`config.mk`:
```
export PLATFORM = sky130hd
export DESIGN_NAME = dispatch_controller_flat
export DESIGN_NICKNAME = d
export VERILOG_FILES = /design/src/rtl/dispatch_pkg.sv /design/src/rtl/dispatch_controller_if.sv /design/src/rtl/dispatch_fifo.sv /design/src/rtl/dispatch_controller.sv /design/src/flat_wrapper.sv
export SDC_FILE = /design/constraint.sdc
export NUM_CORES = 1
export LEC_CHECK = 0
export CAP_MARGIN = 20
export CORE_AREA = 2 2 159 223
export CTS_CLUSTER_SIZE = 20
export DETAILED_ROUTE_END_ITERATION = 10
export DIE_AREA = 0 0 161 225
export PLACE_DENSITY = 0.76
export RECOVER_POWER = 50
export SLEW_MARGIN = 20
export SYNTH_ARGS = -nofsm -noshare
export SYNTH_HDL_FRONTEND = slang
export SYNTH_SLANG_ARGS = --single-unit
```
`constraint.sdc`:
```
create_clock -name clk -period 5.5 [get_ports clk]
set_input_delay 1.1 -clock clk [delete_from_list [all_inputs] [get_ports clk]]
set_output_delay 1.1 -clock clk [all_outputs]
set_load 0.03 [all_outputs]
```
`src/rtl/dispatch_pkg.sv`:
```
// dispatch_pkg: shared constants, station indices and FSM states for the dispatch controller.
package dispatch_pkg;
   localparam int INST_W  = 116;
   localparam int ENTRY_W = INST_W + 3;
   localparam int DC_LO   = 71;
   localparam int DC_HI   = 72;
   localparam int RS_ALU  = 0;
   localparam int RS_BR   = 1;
   localparam int RS_LSU  = 2;
   localparam int RS_FP   = 3;
   typedef enum logic [1:0] {ST_RUN, ST_DRAIN, ST_SYS} state_e;
endpackage

```
`src/rtl/dispatch_controller_if.sv`:
```
// dispatch_controller_if: decode-side, station-side and trap-unit signals of the dispatch controller.
interface dispatch_controller_if #(
   parameter int DEPTH  = 4,
   parameter int INST_W = 116
);
   logic                    in_valid;
   logic                    in_ready;
   logic [INST_W-1:0]       in_inst;
   logic                    in_fence;
   logic                    in_ecall;
   logic                    in_ebreak;
   logic [3:0]              rs_valid;
   logic [3:0]              rs_ready;
   logic [INST_W-1:0]       rs_inst;
   logic [3:0]              rs_empty;
   logic                    sys_req;
   logic                    sys_cause;
   logic                    sys_ack;
   logic [$clog2(DEPTH):0]  count;
   modport master (
      input  in_valid, in_inst, in_fence, in_ecall, in_ebreak, rs_ready, rs_empty, sys_ack,
      output in_ready, rs_valid, rs_inst, sys_req, sys_cause, count
   );
   modport slave (
      output in_valid, in_inst, in_fence, in_ecall, in_ebreak, rs_ready, rs_empty, sys_ack,
      input  in_ready, rs_valid, rs_inst, sys_req, sys_cause, count
   );
endinterface

```
`src/rtl/dispatch_fifo.sv`:
```
// dispatch_fifo: register-array FIFO with synchronous clear; head reads zero when empty.
module dispatch_fifo #(
   parameter int DEPTH = 4,
   parameter int W     = 119
) (
   input  logic                   clk,
   input  logic                   rst_n,
   input  logic                   clr_i,
   input  logic                   push_i,
   input  logic                   pop_i,
   input  logic [W-1:0]           data_i,
   output logic [W-1:0]           head_o,
   output logic [$clog2(DEPTH):0] count_o,
   output logic                   full_o,
   output logic                   empty_o
);
   localparam int AW = $clog2(DEPTH);
   localparam int CW = AW + 1;
   logic [W-1:0]  mem_q [DEPTH];
   logic [AW-1:0] wr_q, rd_q;
   logic [CW-1:0] cnt_q;
   always_ff @(posedge clk or negedge rst_n)
      if (!rst_n) begin
         wr_q  <= '0;
         rd_q  <= '0;
         cnt_q <= '0;
      end else if (clr_i) begin
         wr_q  <= '0;
         rd_q  <= '0;
         cnt_q <= '0;
      end else begin
         if (push_i) wr_q <= wr_q + 1'b1;
         if (pop_i) rd_q <= rd_q + 1'b1;
         cnt_q <= cnt_q + CW'(push_i) - CW'(pop_i);
      end
   always_ff @(posedge clk)
      if (push_i) mem_q[wr_q] <= data_i;
   assign count_o = cnt_q;
   assign full_o  = cnt_q == CW'(DEPTH);
   assign empty_o = cnt_q == '0;
   assign head_o  = empty_o ? '0 : mem_q[rd_q];
endmodule

```
`src/rtl/dispatch_controller.sv`:
```
// dispatch_controller: steers buffered instructions to four stations, serializing fence/ecall/ebreak.
// Define DISPATCH_BYPASS_EN to let a normal instruction skip an empty FIFO in the same cycle.
module dispatch_controller #(
   parameter int DEPTH  = 4,
   parameter int INST_W = 116
) (
   input logic                   clk,
   input logic                   rst_n,
   input logic                   flush,
   dispatch_controller_if.master bus
);
   import dispatch_pkg::*;
   localparam int EW = INST_W + 3;
   state_e            state_q, state_d;
   logic [EW-1:0]     head;
   logic [INST_W-1:0] h_inst;
   logic [1:0]        h_idx;
   logic              h_ecall, h_ebreak, h_ser, empty, full, push, pop, byp, byp_take;
   logic [3:0]        byp_vec;
   assign h_inst   = head[INST_W-1:0];
   assign h_idx    = h_inst[DC_HI:DC_LO];
   assign h_ecall  = head[INST_W+1];
   assign h_ebreak = head[INST_W+2];
   assign h_ser    = |head[EW-1:INST_W];
`ifdef DISPATCH_BYPASS_EN
   logic [1:0] in_idx;
   assign in_idx   = bus.in_inst[DC_HI:DC_LO];
   assign byp      = state_q == ST_RUN && empty && bus.in_valid && !flush &&
                     !(bus.in_fence || bus.in_ecall || bus.in_ebreak);
   assign byp_vec  = byp ? 4'b0001 << in_idx : 4'b0000;
   assign byp_take = |(byp_vec & bus.rs_ready);
`else
   assign byp      = 1'b0;
   assign byp_vec  = 4'b0000;
   assign byp_take = 1'b0;
`endif
   // A full FIFO refuses pushes even when the head pops in the same cycle.
   assign push          = bus.in_valid && !full && !flush && !byp_take;
   assign bus.in_ready  = !full;
   assign bus.rs_inst   = byp ? bus.in_inst : h_inst;
   assign bus.rs_valid  = byp_vec | ((state_q == ST_RUN && !empty && !h_ser) ? 4'b0001 << h_idx : 4'b0000);
   assign bus.sys_req   = state_q == ST_SYS;
   assign bus.sys_cause = bus.sys_req && h_ebreak;
   always_comb begin
      state_d = state_q;
      pop     = 1'b0;
      if (flush) state_d = ST_RUN;
      else if (state_q == ST_RUN) begin
         if (!empty && h_ser) state_d = ST_DRAIN;
         else if (!empty) pop = bus.rs_ready[h_idx];
      end else if (state_q == ST_DRAIN) begin
         if (&bus.rs_empty && (h_ecall || h_ebreak)) state_d = ST_SYS;
         else if (&bus.rs_empty) begin
            pop     = 1'b1;
            state_d = ST_RUN;
         end
      end else if (state_q == ST_SYS && bus.sys_ack) begin
         pop     = 1'b1;
         state_d = ST_RUN;
      end
   end
   always_ff @(posedge clk or negedge rst_n)
      if (!rst_n) state_q <= ST_RUN;
      else state_q <= state_d;
   dispatch_fifo #(.DEPTH(DEPTH), .W(EW)) u_fifo (
      .clk     (clk),
      .rst_n   (rst_n),
      .clr_i   (flush),
      .push_i  (push),
      .pop_i   (pop),
      .data_i  ({bus.in_ebreak, bus.in_ecall, bus.in_fence, bus.in_inst}),
      .head_o  (head),
      .count_o (bus.count),
      .full_o  (full),
      .empty_o (empty)
   );
endmodule

```
`src/flat_wrapper.sv`:
```
// flat-port wrapper written by rule: the top's interface ports become plain ports
module dispatch_controller_flat import dispatch_pkg::*;
#(
   parameter int DEPTH  = 4,
   parameter int INST_W = 116
)
  (clk, rst_n, flush, bus_in_valid, bus_in_inst, bus_in_fence, bus_in_ecall, bus_in_ebreak, bus_rs_ready, bus_rs_empty, bus_sys_ack, bus_in_ready, bus_rs_valid, bus_rs_inst, bus_sys_req, bus_sys_cause, bus_count);
  dispatch_controller_if #(.DEPTH(DEPTH), .INST_W(INST_W)) bus_i ();
  input logic clk;
  input logic rst_n;
  input logic flush;
  input wire logic [$bits(bus_i.in_valid)-1:0] bus_in_valid;
  input wire logic [$bits(bus_i.in_inst)-1:0] bus_in_inst;
  input wire logic [$bits(bus_i.in_fence)-1:0] bus_in_fence;
  input wire logic [$bits(bus_i.in_ecall)-1:0] bus_in_ecall;
  input wire logic [$bits(bus_i.in_ebreak)-1:0] bus_in_ebreak;
  input wire logic [$bits(bus_i.rs_ready)-1:0] bus_rs_ready;
  input wire logic [$bits(bus_i.rs_empty)-1:0] bus_rs_empty;
  input wire logic [$bits(bus_i.sys_ack)-1:0] bus_sys_ack;
  output wire logic [$bits(bus_i.in_ready)-1:0] bus_in_ready;
  output wire logic [$bits(bus_i.rs_valid)-1:0] bus_rs_valid;
  output wire logic [$bits(bus_i.rs_inst)-1:0] bus_rs_inst;
  output wire logic [$bits(bus_i.sys_req)-1:0] bus_sys_req;
  output wire logic [$bits(bus_i.sys_cause)-1:0] bus_sys_cause;
  output wire logic [$bits(bus_i.count)-1:0] bus_count;
  assign bus_i.in_valid = bus_in_valid;
  assign bus_i.in_inst = bus_in_inst;
  assign bus_i.in_fence = bus_in_fence;
  assign bus_i.in_ecall = bus_in_ecall;
  assign bus_i.in_ebreak = bus_in_ebreak;
  assign bus_i.rs_ready = bus_rs_ready;
  assign bus_i.rs_empty = bus_rs_empty;
  assign bus_i.sys_ack = bus_sys_ack;
  assign bus_in_ready = bus_i.in_ready;
  assign bus_rs_valid = bus_i.rs_valid;
  assign bus_rs_inst = bus_i.rs_inst;
  assign bus_sys_req = bus_i.sys_req;
  assign bus_sys_cause = bus_i.sys_cause;
  assign bus_count = bus_i.count;
  dispatch_controller #(.DEPTH(DEPTH), .INST_W(INST_W)) u_core (.clk(clk), .rst_n(rst_n), .flush(flush), .bus(bus_i));
endmodule
```
[Word-level counts from Yosys, hierarchy flattened]
Memory sizes are Yosys's and may differ from the RTL's.
Index checks and enable logic that the tools add are counted.
Word-level totals
  register bits after elaboration: 9
  memories kept: 1
  output and inout port bits: 126
  word-level logic and storage cells: 63
  bits of input ports: 132
  RAM bits: 476
Cells by class
  order comparisons: 1
  reduce and logical (&&, ||, !) cells: 21
  $add $sub $neg: 4
  shift operators: 1
  multiplexer cells: 26
  equal/unequal tests: 5
Memories
  u_core.u_fifo.mem_q: depth 4, bits a word 119, rd ports 1, clocked after Yosys merged registers in 0, wr ports 1, line dispatch_fifo.sv:19  | logic [W-1:0] mem_q [DEPTH];
Operator list (number)
  2-to-1 mux 119 bit: 1
  2-to-1 mux 2 bit: 11
  2-to-1 mux 1 bit: 11
  logical AND 1 bit: 8
  != test 5 x 4 -> 1 bit (second input constant): 1
  adder 2 x 1 -> 2 bit (second input constant): 2
  logical NOT 1 bit: 4
  2-to-1 mux 4 bit: 1
  AND reduction 4 bit: 1
  nonzero test 2 bit: 2
  nonzero test 4 bit: 1
  << shifter 1 x 2 -> 4 bit (first input constant): 1
  adder 3 x 1 -> 3 bit: 1
  equality test 3 bit (second input constant): 1
  logical NOT 3 bit: 1
  less-than comparator 2 x 3 -> 1 bit (second input constant): 1
  2-to-1 mux 3 bit: 1
  != test 3 bit (second input constant): 1
  AND reduction 3 bit: 1
  OR reduction 3 bit: 1
  subtractor 3 x 1 -> 3 bit: 1
  binary-select mux 1 bit (select 2 bit): 1
  equality test 2 x 1 -> 1 bit (second input constant): 1
  equality test 2 bit (second input constant): 1
  2 further kinds: 2

[Depth between registers and ports, before layout]
Gate-level depths: netlist of the first run.
  word-level depth: 10
  mapped depth: 14

[Cells and area by module]
From an unflattened synthesis of the first run, not the netlist that was laid out.
Unflattened totals
  cell total of the unflattened synthesis: 824
  area, all modules: 18641.6 µm²
By module, submodules not included
  dispatch_fifo: area each 18392.6 µm², instances 1, cells an instance 793
  dispatch_controller: area each 249.0 µm², instances 1, cells an instance 31

[Worst setup path after synthesis of the first run]
OpenSTA, ideal clock, no wires.
  path type: input to register
  from: input port flush
  to: memory u_core.u_fifo.mem_q[0][0] (enable)
  setup time: 0.492 ns
  arrival: 4.260 ns
  stages on the path: 3
  buffers on the path: 1
  slack: 0.748 ns
  cell sequence: clkbuf_1 > nor2_1 > and2_1
Between the ends
  cells in the longest elaborated chain, start to end: 4
RTL lines
  start: declaration: line flat_wrapper.sv:11  | input logic flush;
  logical NOT 1 bit: line dispatch_controller.sv:38  | assign push = bus.in_valid && !full && !flush && !byp_take;
  logical AND 1 bit: line dispatch_controller.sv:38
  2-to-1 mux 1 bit: line dispatch_fifo.sv:37  | if (push_i) mem_q[wr_q] <= data_i;
  2-to-1 mux 1 bit (implied by the code): line dispatch_fifo.sv:37
  end: declaration: line dispatch_fifo.sv:19
No other way between the ends.

[Final worst setup path of the first run]
  from: register u_core.u_fifo.rd_q[1]
  to: output port bus_rs_valid[1]
Between the ends
  cells in the longest elaborated chain, start to end: 6
  elaborated cells on any way between the ends: 7
  classes of those cells: shift (1); mux (2); reduce/logical (3); memory (1)
RTL lines
  start: declaration: line dispatch_fifo.sv:20  | logic [AW-1:0] wr_q, rd_q;
  start signal: assignment: line dispatch_fifo.sv:33  | if (pop_i) rd_q <= rd_q + 1'b1;
  memory (4 x 119 bit) *
  2-to-1 mux 119 bit *: line dispatch_fifo.sv:41  | assign head_o = empty_o ? '0 : mem_q[rd_q];
  OR reduction 3 bit: line dispatch_controller.sv:24  | assign h_ser = |head[EW-1:INST_W];
  logical NOT 1 bit: line dispatch_controller.sv:41  | assign bus.rs_valid = byp_vec | ((state_q == ST_RUN && !empty && !h_ser) ? 4'b0001 << h_idx : 4'b0000);
  logical AND 1 bit: line dispatch_controller.sv:41
  2-to-1 mux 4 bit *: line dispatch_controller.sv:41
  end: declaration: line flat_wrapper.sv:21  | output wire logic [$bits(bus_i.rs_valid)-1:0] bus_rs_valid;
Mark *: on every way between the ends. The rest lies on a longest branch, timed or not.

==> results of run 1 <==
## kinds of logic after synthesis
| family | after synthesis | share of synthesized area [%] |
|---|---|---|
| AO/OA/AOI/OAI | 17 | 0.6398 |
| XOR/XNOR | 3 | 0.1414 |
| adder cells (fa/ha/maj) | 7 | 0.5118 |
| buffers and inverters | 50 | 1.178 |
| flip-flops | 485 | 78.15 |
| multiplexers | 120 | 14.49 |
| AND/OR/NAND/NOR | 152 | 4.896 |
## cell usage after synthesis, types with 2 or more instances
cell type	number	area, µm²
o21ai_0	4	20.02
nand2_1	5	18.77
buf_2	13	65.06
buf_6	2	22.52
xnor2_1	2	17.52
mux4_2	119	2680
o211ai_1	2	15.01
nor3_1	4	20.02
edfxtp_1	476	14290
nor2b_1	2	12.51
a21o_1	2	15.01
a21oi_1	4	20.02
nand3_1	3	15.01
and2_1	118	738.2
dfrtp_1	9	225.2
clkbuf_1	23	86.33
nand2b_1	2	12.51
buf_1	3	11.26
nand4_1	2	12.51
ha_1	6	75.07
nor2_1	12	45.04
inv_1	9	33.78
## per-stage QoR
stage | instance area [µm²] | setup WS, ps | power (µW) | std cells | util (%)
6_report | 23170 | 875.8 | 11300 | 1605 | 68.07
5_1_grt | 23160 | 621.5 | 11740 | 1604 | 68.06
4_1_cts | 23160 | 1004 | 11470 | 1596 | 68.05
3_5_place_dp | 21770 | 1574 | 8495 | 1518 | 63.96
3_3_place_gp | 21770 | 1580 | 8462 | 1518 | 63.96
2_1_floorplan | 18580 | 747.6 | 6915 | 834 | -
## state kept, by name, indices dropped and copies added (netlist names)
register	cells
u_core.state_q	2
u_core.u_fifo.count_o	3
u_core.u_fifo.wr_q	2
u_core.u_fifo.rd_q	2
u_core.u_fifo.mem_q	476
## layout make-up
| class | instances | area [µm²] |
|---|---|---|
| multi-input combinational | 299 | 3840 |
| clock buffer | 56 | 1167 |
| sequential | 485 | 14530 |
| clock inverter | 22 | 224.0 |
| antenna | 9 | 22.52 |
| tap | 451 | 564.3 |
| fill | 2166 | 10870 |
| timing repair buffer | 274 | 2788 |
| inverter | 9 | 33.78 |
## worst max-delay path, cell delays in order (launching register included)
cell and delay [ps]:
dfrtp_4 960, mux4_2 480, nor3_1 490, nand2_1 140, nor3_1 190, clkdlybuf4s50_1 690
## report_power, final
group / switching, µW / internal (µW) / total (µW)
clock: 1240 / 1730 / 2970
sequential: 113 / 4300 / 4410
combinational: 2190 / 1730 / 3920
total: 3550 / 7750 / 11300
## placed cells by master (no fill, tap or decap), drive strengths merged
cell type      instances
or2                    1
o2111ai                1
xnor2                  2
o21ai                  4
nor2                  12
and3                   1
buf                   17
nand2                  5
clkbuf                56
clkinv                16
edfxtp               476
and2                 118
inv                   10
nand4                  2
diode                  9
nor2b                  2
nand3                  3
a21oi                  4
a21boi                 1
clkdlybuf4s50        136
a21o                   2
xor2                   1
nor3                   5
dlygate4sd3          121
nand2b                 2
o21a                   1
o211ai                 3
or3                    1
fa                     1
mux2                   1
dfrtp                  9
mux4                 119
ha                     6
bufinv                 5
o31ai                  1
## final timing paths
kind                                                     from                                   end
max in group asynchronous                               rst_n     u_core.u_fifo.rd_q[0]$_DFFE_PN0P_
max reg2reg                u_core.u_fifo.count_o[1]$_DFF_PN0_  u_core.u_fifo.mem_q[1][66]$_DFFE_PP_
max                         u_core.u_fifo.rd_q[1]$_DFFE_PN0P_                       bus_rs_valid[1]
min reg2reg                 u_core.u_fifo.wr_q[1]$_DFFE_PN0P_     u_core.u_fifo.wr_q[1]$_DFFE_PN0P_
min in group asynchronous                               rst_n    u_core.u_fifo.count_o[2]$_DFF_PN0_
min                         u_core.u_fifo.wr_q[1]$_DFFE_PN0P_     u_core.u_fifo.wr_q[1]$_DFFE_PN0P_
## per-layer routing
layer	global-route usage (%)	routed length, µm	vias up
met4	8.295	1209	8
met5	0	49	-
met3	3.938	1905	78
met1	25.99	14310	4636
li1	-	-	3965
met2	35.55	19400	290
==> out/metrics.cfg, run 1 <==
[critical_path]
end_kind = output port
critPathMaxFanout = 51
rrSetupSlack_ps = 1580
path_class = reg -> out
cp.arrival_ps = 3520
reg2regPathDepth = 6
crit_required_ps = 4400
start_kind = flop

[timing]
period_share_pct = 84.08
tightest_slew_ps = 2604
finalHoldViolations = 0
relSlewSlack_pct = -73.60
rsz0062_at_grt = false
maxSlewViolCount = 88
max_freq_mhz = 216.3
fin_hold_ws_ps = 591.3
skew_ps = 8.633
period_needed_ps = 4624
setup_tns_ps = 0
setup_viol = 0

[drt]
drt_iter0_drc = 570
avgViaCountPerCell = 5.593
drc = 0
first_pass_iters = 5
vias = 8977
wl_per_cell_um = 22.97
drt_wl_total_um = 36870
detail-route-antenna-nets = 0

[yosys]
synth_seq_area_share_pct = 78.15
netlist_instances = 834
synth_edf_count = 476
ys_seq_elements = 485
syn_area_um2 = 18580
syn_avg_cell_area_um2 = 22.28
synth_nets = 973
ys.flop_type = edfxtp_1
yosysWarnings = 0
synth.distinct_cells = 34
ys_async_sr_fraction_pct = 1.856

[finish]
final_nets = 1251
layout-drive-gt1-share_pct = 17.47
area_growth_pct = 24.69

[clock_network]
cts_made_buffers = 43
postCtsSetupBuffers = 0
ctsHoldBuffers = 0
clk_path_buf_depth = 3
htree_levels = 2
clockRootBuffer = clkbuf_16
clk_pin_slew_worst_paths_ps = 60
cts_tree = yes
worstSkewPairLatency_ps = 540
clock-sinks = 485
cts_resized = 0

[floorplanning]
die_h_um = 225
initial_core_util_pct = 54.59
io_pins = 258
die_width_um = 161
core_um2 = 34030
core.rowCount = 80
die_area_um2 = 36230

[hold_path]
hold_path.class = reg -> reg
min_delay_path_depth = 2

[status]
violations = max-capacitance violations, max-slew violations
status = finished, violations left

[power_and_ir_drop]
p_leak_uw = 0.007374
ir_drop_mv = 0.5323
power.density_nw_per_um2 = 487.7

[grt]
overflow = 0
grt_max_degree = 67
grt_usage_pct = 20.61
grt_antenna_before_repair = 17
grt_pass1_vias = 9678
grt_pass1_wl_um = 56060

[placement]
place.gp.congestion = 0.7967
io_buffers = 257
post-dp-hpwl_um = 22070

[run]
maxCapViolCount = 2

Note: power is estimated with default switching activity, not from simulation.
==> inputs of run 2 (changes only) <==
--- a/config.mk
+++ b/config.mk
@@ -6,11 +6,11 @@
 export NUM_CORES = 1
 export LEC_CHECK = 0
 export CAP_MARGIN = 20
-export CORE_AREA = 2 2 159 223
+export CORE_AREA = 2 2 168 236
 export CTS_CLUSTER_SIZE = 20
 export DETAILED_ROUTE_END_ITERATION = 10
-export DIE_AREA = 0 0 161 225
-export PLACE_DENSITY = 0.76
+export DIE_AREA = 0 0 170 238
+export PLACE_DENSITY = 0.72
 export RECOVER_POWER = 50
 export SLEW_MARGIN = 20
 export SYNTH_ARGS = -nofsm -noshare
==> constraint.sdc (replaced) <==
create_clock -name clk -period 4 [get_ports clk]
set_input_delay 0.8 -clock clk [delete_from_list [all_inputs] [get_ports clk]]
set_output_delay 0.8 -clock clk [all_outputs]
set_load 0.03 [all_outputs]
==> run 2 against run 1 <==
Compared with the run above: the run still ends with max-capacitance violations, max-slew violations left; wire length grew 1.8%; global-route usage shrank 1.7 points; first-iteration DRC count grew 16%; largest cell class unchanged; largest power group unchanged.
==> out/metrics.cfg, run 2 (synthesis results as in run 1) <==
[status]
status = finished, violations left
violations = max-capacitance violations, max-slew violations

[clock_network]
cts_tree = yes
clk_pin_slew_worst_paths_ps = 60  ; about the same
htree_levels = 2  ; unchanged
cts_resized = 0  ; unchanged
worstSkewPairLatency_ps = 550  ; about the same
cts_made_buffers = 45  ; +4.7%
ctsHoldBuffers = 0  ; unchanged
postCtsSetupBuffers = 0  ; unchanged
clockRootBuffer = clkbuf_16
clock-sinks = 485  ; unchanged
clk_path_buf_depth = 3  ; unchanged

[critical_path]
crit_required_ps = 3200  ; -1200 ps
path_class = reg -> out
critPathMaxFanout = 12  ; -76%
r2r_start = u_core.u_fifo.count_o[1]$_DFF_PN0_
end_kind = output port
reg2regPathDepth = 6  ; unchanged
start_kind = flop
cp.arrival_ps = 2990  ; -530 ps
rrSetupSlack_ps = 590  ; -990 ps
r2r_end = u_core.u_fifo.mem_q[2][47]$_DFFE_PP_

[power_and_ir_drop]
swShare_pct = 31.03  ; -0.35 points
p_int_uw = 11000  ; +42%
ir_drop_mv = 0.4283  ; -20%
p_leak_uw = 0.007558  ; +2.5%
power.switching_uw = 4950  ; +40%
clkPwrFrac_pct = 27.9  ; +1.6 points
combPwrFrac_pct = 34.3  ; -0.4 points
power.density_nw_per_um2 = 676.2  ; +39%
seq_power_share_pct = 37.8  ; -1.2 points

[grt]
grt_antenna_before_repair = 16  ; -1
overflow = 0  ; unchanged
grt_pass1_wl_um = 56750  ; +1.2%
grt_pass1_vias = 9416  ; -2.7%
grt_usage_pct = 18.87  ; -1.7 points
grt_max_degree = 59  ; -12%

[floorplanning]
initial_core_util_pct = 48.53  ; -6.1 points
die_h_um = 238  ; +5.8%
die_area_um2 = 40460  ; +12%
io_pins = 258  ; unchanged
core.rowCount = 85  ; +6.3%
core_um2 = 38290  ; +13%
die_width_um = 170  ; +5.6%

[hold_path]
hold_path_end = u_core.u_fifo.wr_q[1]$_DFFE_PN0P_
min_delay_path_depth = 2  ; unchanged
hold_path.class = reg -> reg
min_from = u_core.u_fifo.wr_q[1]$_DFFE_PN0P_

[finish]
final_nets = 1264  ; +1.0%
final_cell_mix = 476 x edfxtp_1, 136 x clkdlybuf4s50_1, 121 x dlygate4sd3_1
fin_cells = 1644  ; +2.4%
final_common_cell = edfxtp_1
area_growth_pct = 26.97
largest_reg_flops = 476  ; unchanged
layout-drive-gt1-share_pct = 19.21  ; +1.7 points
final_util_pct = 61.61  ; -6.5 points
largest_register = u_core.u_fifo.mem_q

[timing]
period_needed_ps = 3788
finalHoldViolations = 0  ; unchanged
setup_viol = 0  ; unchanged
maxSlewViolCount = 86  ; -2.3%
tightest_slew_ps = 2029  ; -574.6 ps
rsz0062_at_grt = false
relSlewSlack_pct = -35.29  ; +38 points
max_freq_mhz = 264.0
skew_ps = 14.79  ; +6.154 ps
setup_tns_ps = 0  ; unchanged
period_share_pct = 94.71

[drt]
first_pass_iters = 7  ; +2
wl_per_cell_um = 22.84  ; -0.60%
avgViaCountPerCell = 5.466  ; -2.3%
drc = 0  ; unchanged
drt_wl_total_um = 37540  ; +1.8%
drt_iter0_drc = 663  ; +16%
vias = 8986  ; +0.10%
detail-route-antenna-nets = 0  ; unchanged

[placement]
place.gp.congestion = 0.7613  ; -4.4%
post-dp-hpwl_um = 23390  ; +6.0%
io_buffers = 257  ; unchanged
dp.cells = 1556  ; +2.5%

[run]
maxCapViolCount = 3  ; +1

run 2: cell count changes in the layout (fill, tap and decap cells not counted), moves of 2 or more:
cell,before,now
clkbuf_1,11,3
clkbuf_16,45,47
diode_2,9,5
bufinv_16,5,8
clkinv_2,4,9
buf_12,7,19
run 2: through the flow:
stage	setup slack, ps	power (µW)	cell area, µm²	hold slack, ps
6_report	211.8	15950	23590	601.1
3_5_place_dp	768.1	11730	22030	578.6
5_1_grt	34.14	16590	23590	616.2
2_1_floorplan	767.2	9489	18580	504.4
4_1_cts	173.7	16200	23590	547.8
3_3_place_gp	780.4	11680	22030	566.5
run 2: critical path, stage by stage (launching register included):
cell and delay, ps:
dfrtp_4 570, mux4_2 600, nor3_4 260, nand2_1 100, nor3_1 210, clkdlybuf4s50_1 700
run 2: cell type report:
cell class	instances	area (µm²)
multi-input cells	299	3849
flip-flops and latches	485	14530
fillers	2693	14700
diodes	5	12.51
clock buffers	50	1187
clock inverters	33	362.8
well taps	478	598.1
repair buffers	285	3020
inverters	9	33.78
run 2: routing by layer:
metal	share of wire, %	global-route usage, %	routed length [µm]
met4	2.7	6.423	1016
met2	53	32.21	19720
met3	5.2	3.417	1964
met1	39	24.63	14790
met5	0.15	0	55
run 2: how the worst max path moves through the flow:
stage / startpoint / to / depth (start not counted)
final: u_core.u_fifo.rd_q[0]$_DFFE_PN0P_ / bus_rs_valid[1] / 5
after global routing: u_core.u_fifo.rd_q[0]$_DFFE_PN0P_ / bus_rs_valid[1] / 5
after CTS: u_core.u_fifo.rd_q[0]$_DFFE_PN0P_ / bus_rs_valid[1] / 5
after detailed placement: bus_rs_empty[2] / u_core.u_fifo.count_o[2]$_DFF_PN0_ / 13
after global placement: bus_rs_empty[3] / u_core.u_fifo.count_o[2]$_DFF_PN0_ / 13
after floorplan: u_core.u_fifo.count_o[1]$_DFF_PN0_ / u_core.u_fifo.mem_q[0][0]$_DFFE_PP_ / 5
run 2: power by group through the flow:
stage / logic [µW] / registers [µW] / clock network (µW)
floorplan: 3380 / 6110 / 0
global placement: 5560 / 6110 / 0
detailed placement: 5590 / 6140 / 0
CTS: 5620 / 6030 / 4550
global route: 5800 / 6050 / 4740
finish: 5470 / 6030 / 4450
==> inputs of run 3 (changes only) <==
--- a/config.mk
+++ b/config.mk
@@ -5,12 +5,13 @@
 export SDC_FILE = /design/constraint.sdc
 export NUM_CORES = 1
 export LEC_CHECK = 0
+export ABC_AREA = 1
 export CAP_MARGIN = 20
-export CORE_AREA = 2 2 168 236
+export CORE_AREA = 2 2 161 226
 export CTS_CLUSTER_SIZE = 20
 export DETAILED_ROUTE_END_ITERATION = 10
-export DIE_AREA = 0 0 170 238
-export PLACE_DENSITY = 0.72
+export DIE_AREA = 0 0 163 228
+export PLACE_DENSITY = 0.76
 export RECOVER_POWER = 50
 export SLEW_MARGIN = 20
 export SYNTH_ARGS = -nofsm -noshare
==> constraint.sdc (replaced) <==
create_clock -name clk -period 4.1 [get_ports clk]
set_input_delay 0.82 -clock clk [delete_from_list [all_inputs] [get_ports clk]]
set_output_delay 0.82 -clock clk [all_outputs]
set_load 0.03 [all_outputs]
==> run 3 against run 2 <==
Compared with the run above: the run still ends with max-capacitance violations, max-slew violations left; via count grew 39%; cell count grew 38%; worst setup slack worse by 9.8 ps; die area shrank 8.1%; synthesized cell count increased by 81%; clock skew grew 2.1 ps; first-iteration DRC count grew 50%; sequential power fell by 3%; largest cell class unchanged.
==> out/metrics.cfg, run 3 <==
[clock_network]
cts_tree = yes
ctsHoldBuffers = 0  ; unchanged
clockRootBuffer = clkbuf_16
postCtsSetupBuffers = 0  ; unchanged
clk_path_buf_depth = 3  ; unchanged
clock-sinks = 485  ; unchanged
clk_pin_slew_worst_paths_ps = 70  ; about the same
cts_resized = 0  ; unchanged
htree_levels = 2  ; unchanged
worstSkewPairLatency_ps = 560  ; about the same
cts_made_buffers = 44  ; -2.2%

[finish]
fin_cells = 2266  ; +38%
largest_reg_flops = 476  ; unchanged
final_nets = 1890  ; +50%
final_util_pct = 66.64  ; +5.0 points
final_common_cell = edfxtp_1
layout-drive-gt1-share_pct = 6.435  ; -13 points
final_cell_mix = 476 x edfxtp_1, 466 x nor2_1, 234 x o21ai_0
area_growth_pct = 23.60
largest_register = u_core.u_fifo.mem_q

[critical_path]
crit_required_ps = 3280  ; +80 ps
path_class = reg -> out
max_stage_delay_ps = 720  ; +20 ps
r2r_start = u_core.u_fifo.count_o[1]$_DFF_PN0_
start_kind = flop
cp_cell_sequence = inv_4 > buf_12 > nor2_1 > o21ai_0 > a21oi_1 > clkdlybuf4s50_1
cp.arrival_ps = 3080  ; +90 ps
reg2regPathDepth = 7  ; +1
critical_path.startpoint = u_core.u_fifo.rd_q[1]$_DFFE_PN0P_
cp_slowest_cell = clkdlybuf4s50_1
critPathMaxFanout = 71  ; +59
end_kind = output port

[drt]
first_pass_iters = 5  ; -2
drt_wl_total_um = 43690  ; +16%
wl_per_cell_um = 19.28  ; -16%
avgViaCountPerCell = 5.509  ; +0.79%
drt_iter0_drc = 993  ; +50%
detail-route-antenna-nets = 0  ; unchanged
drc = 0  ; unchanged
vias = 12480  ; +39%

[yosys]
syn_avg_cell_area_um2 = 12.66  ; -43%
netlist.area_leader.share_pct = 74.90  ; -2.0 points
synth_nets = 1647  ; +69%
ys_seq_elements = 485  ; unchanged
ys.flop_type = edfxtp_1
yosysWarnings = 0  ; unchanged
synth.distinct_cells = 26  ; -24%
netlist_instances = 1508  ; +81%
synthTopCellsByArea = edfxtp_1 75%, nor2_1 9.2%, o21ai_0 6.1%
syn_area_um2 = 19080  ; +2.7%
yosys.area.top_type = edfxtp_1
synth_common_cells = 476 x edfxtp_1, 468 x nor2_1, 234 x o21ai_0, 116 x a21oi_1, 41 x nand2_1
ys_async_sr_fraction_pct = 1.856  ; unchanged
synth_seq_area_share_pct = 76.08  ; -2.1 points
synth_edf_count = 476  ; unchanged
synth_most_common_cell = edfxtp_1

[hold_path]
min_from = u_core.state_q[1]$_DFFE_PN0P_
min_delay_path_depth = 2  ; unchanged
hold_path.class = reg -> reg

[grt]
grt_usage_pct = 23.12  ; +4.3 points
grt_pass1_wl_um = 65740  ; +16%
overflow = 0  ; unchanged
grt_max_degree = 84  ; +42%
grt_antenna_before_repair = 21  ; +5
grt_pass1_vias = 12170  ; +29%

[floorplanning]
io_pins = 258  ; unchanged
die_h_um = 228  ; -4.2%
core.rowCount = 82  ; -3.5%
initial_core_util_pct = 53.92  ; +5.4 points
die_area_um2 = 37160  ; -8.1%
die_width_um = 163  ; -4.1%
core_um2 = 35400  ; -7.5%

[timing]
period_needed_ps = 3898
skew_ps = 16.85  ; +2.065 ps
rsz0062_at_grt = false
setup_viol = 0  ; unchanged
relSlewSlack_pct = -43.56  ; -8.3 points
max_freq_mhz = 256.5
tightest_slew_ps = 2153  ; +124.0 ps
setup_tns_ps = 0  ; unchanged
maxSlewViolCount = 84  ; -2.3%
post-route-worst-setup-slack_ps = 202.0  ; -9.828 ps
finalHoldViolations = 0  ; unchanged
period_share_pct = 95.07

[placement]
post-dp-hpwl_um = 25350  ; +8.4%
place.gp.congestion = 0.7867  ; +3.3%
io_buffers = 257  ; unchanged
dp.cells = 2167  ; +39%
post-place-ws_ps = 683.6  ; -84.47 ps

[status]
violations = max-capacitance violations, max-slew violations
status = finished, violations left

[power_and_ir_drop]
power.density_nw_per_um2 = 685.9  ; +1.4%
ir_drop_mv = 0.5140  ; +20%
p_leak_uw = 0.008032  ; +6.3%

[run]
maxCapViolCount = 2  ; -1

==> run 3: cell types whose count changed after synthesis, moves of 10 or more <==
cell,delta
a21oi_1,+112
and2_1,-118
buf_1,+13
buf_2,+18
buf_4,+10
inv_1,+12
mux4_2,-119
nand2_1,+36
nor2_1,+456
o21ai_0,+230
==> run 3: where the power goes <==
part / total, µW / switching [µW] / internal, µW
registers: 5860 / 94.1 / 5770
logic: 6430 / 4270 / 2160
clock network: 3890 / 1730 / 2160
total: 16200 / 6090 / 10100
==> run 3: critical path, delay by kind of cell, from the launching register on <==
family | cells | cell delay [ps]
AOI/OAI and AO/OA | 2 | 360
buffers and inverters | 3 | 1200
and+or+nand+nor | 1 | 170
DFF | 1 | 650
==> run 3: worst paths after layout <==
check	endpoint	slack [ps]
max	bus_rs_inst[22]	200
min	u_core.state_q[1]$_DFFE_PN0P_	590
max reg2reg	u_core.u_fifo.mem_q[3][23]$_DFFE_PP_	850
min reg2reg	u_core.state_q[1]$_DFFE_PN0P_	590
max in group asynchronous	u_core.u_fifo.rd_q[0]$_DFFE_PN0P_	3080
min in group asynchronous	u_core.u_fifo.rd_q[1]$_DFFE_PN0P_	660
==> run 3: final cells by class <==
cell class,count,area (µm²)
flip-flops and latches,485,14530
fillers,2478,11810
multi-input cells,906,4033
repair buffers,288,2932
clock buffers,55,1164
well taps,462,578.1
clock inverters,27,206.4
inverters,26,107.6
diodes,17,42.54
==> run 3: kinds of logic after synthesis <==
| family | Yosys count | share of synthesized area, % |
|---|---|---|
| adder cells (fa/ha/maj) | 7 | 0.4983 |
| buffers and inverters | 117 | 2.872 |
| XOR/XNOR | 2 | 0.09180 |
| flip-flops | 485 | 76.08 |
| AND/OR/NAND/NOR | 546 | 11.26 |
| AO/OA/AOI/OAI | 351 | 9.205 |
==> run 3: routing by layer <==
| layer | GRT usage (%) | vias up | share of wire [%] | wire [µm] |
|---|---|---|---|---|
| li1 | - | 5855 | - | - |
| met1 | 28.18 | 6115 | 38 | 16700 |
| met2 | 40.04 | 416 | 52 | 22520 |
| met3 | 4.927 | 90 | 7.2 | 3155 |
| met4 | 9.292 | 8 | 2.9 | 1266 |
| met5 | 0 | - | 0.11 | 49 |
==> run 3: per-stage QoR <==
stage | total power (µW) | cell area, µm² | hold slack, ps
global placement | 12340 | 22200 | 564.8
detailed placement | 12430 | 22200 | 571.2
finish | 16180 | 23590 | 589.6
CTS | 16300 | 23570 | 584.7
global route | 16890 | 23580 | 650.3
floorplan | 9819 | 19090 | 524.4
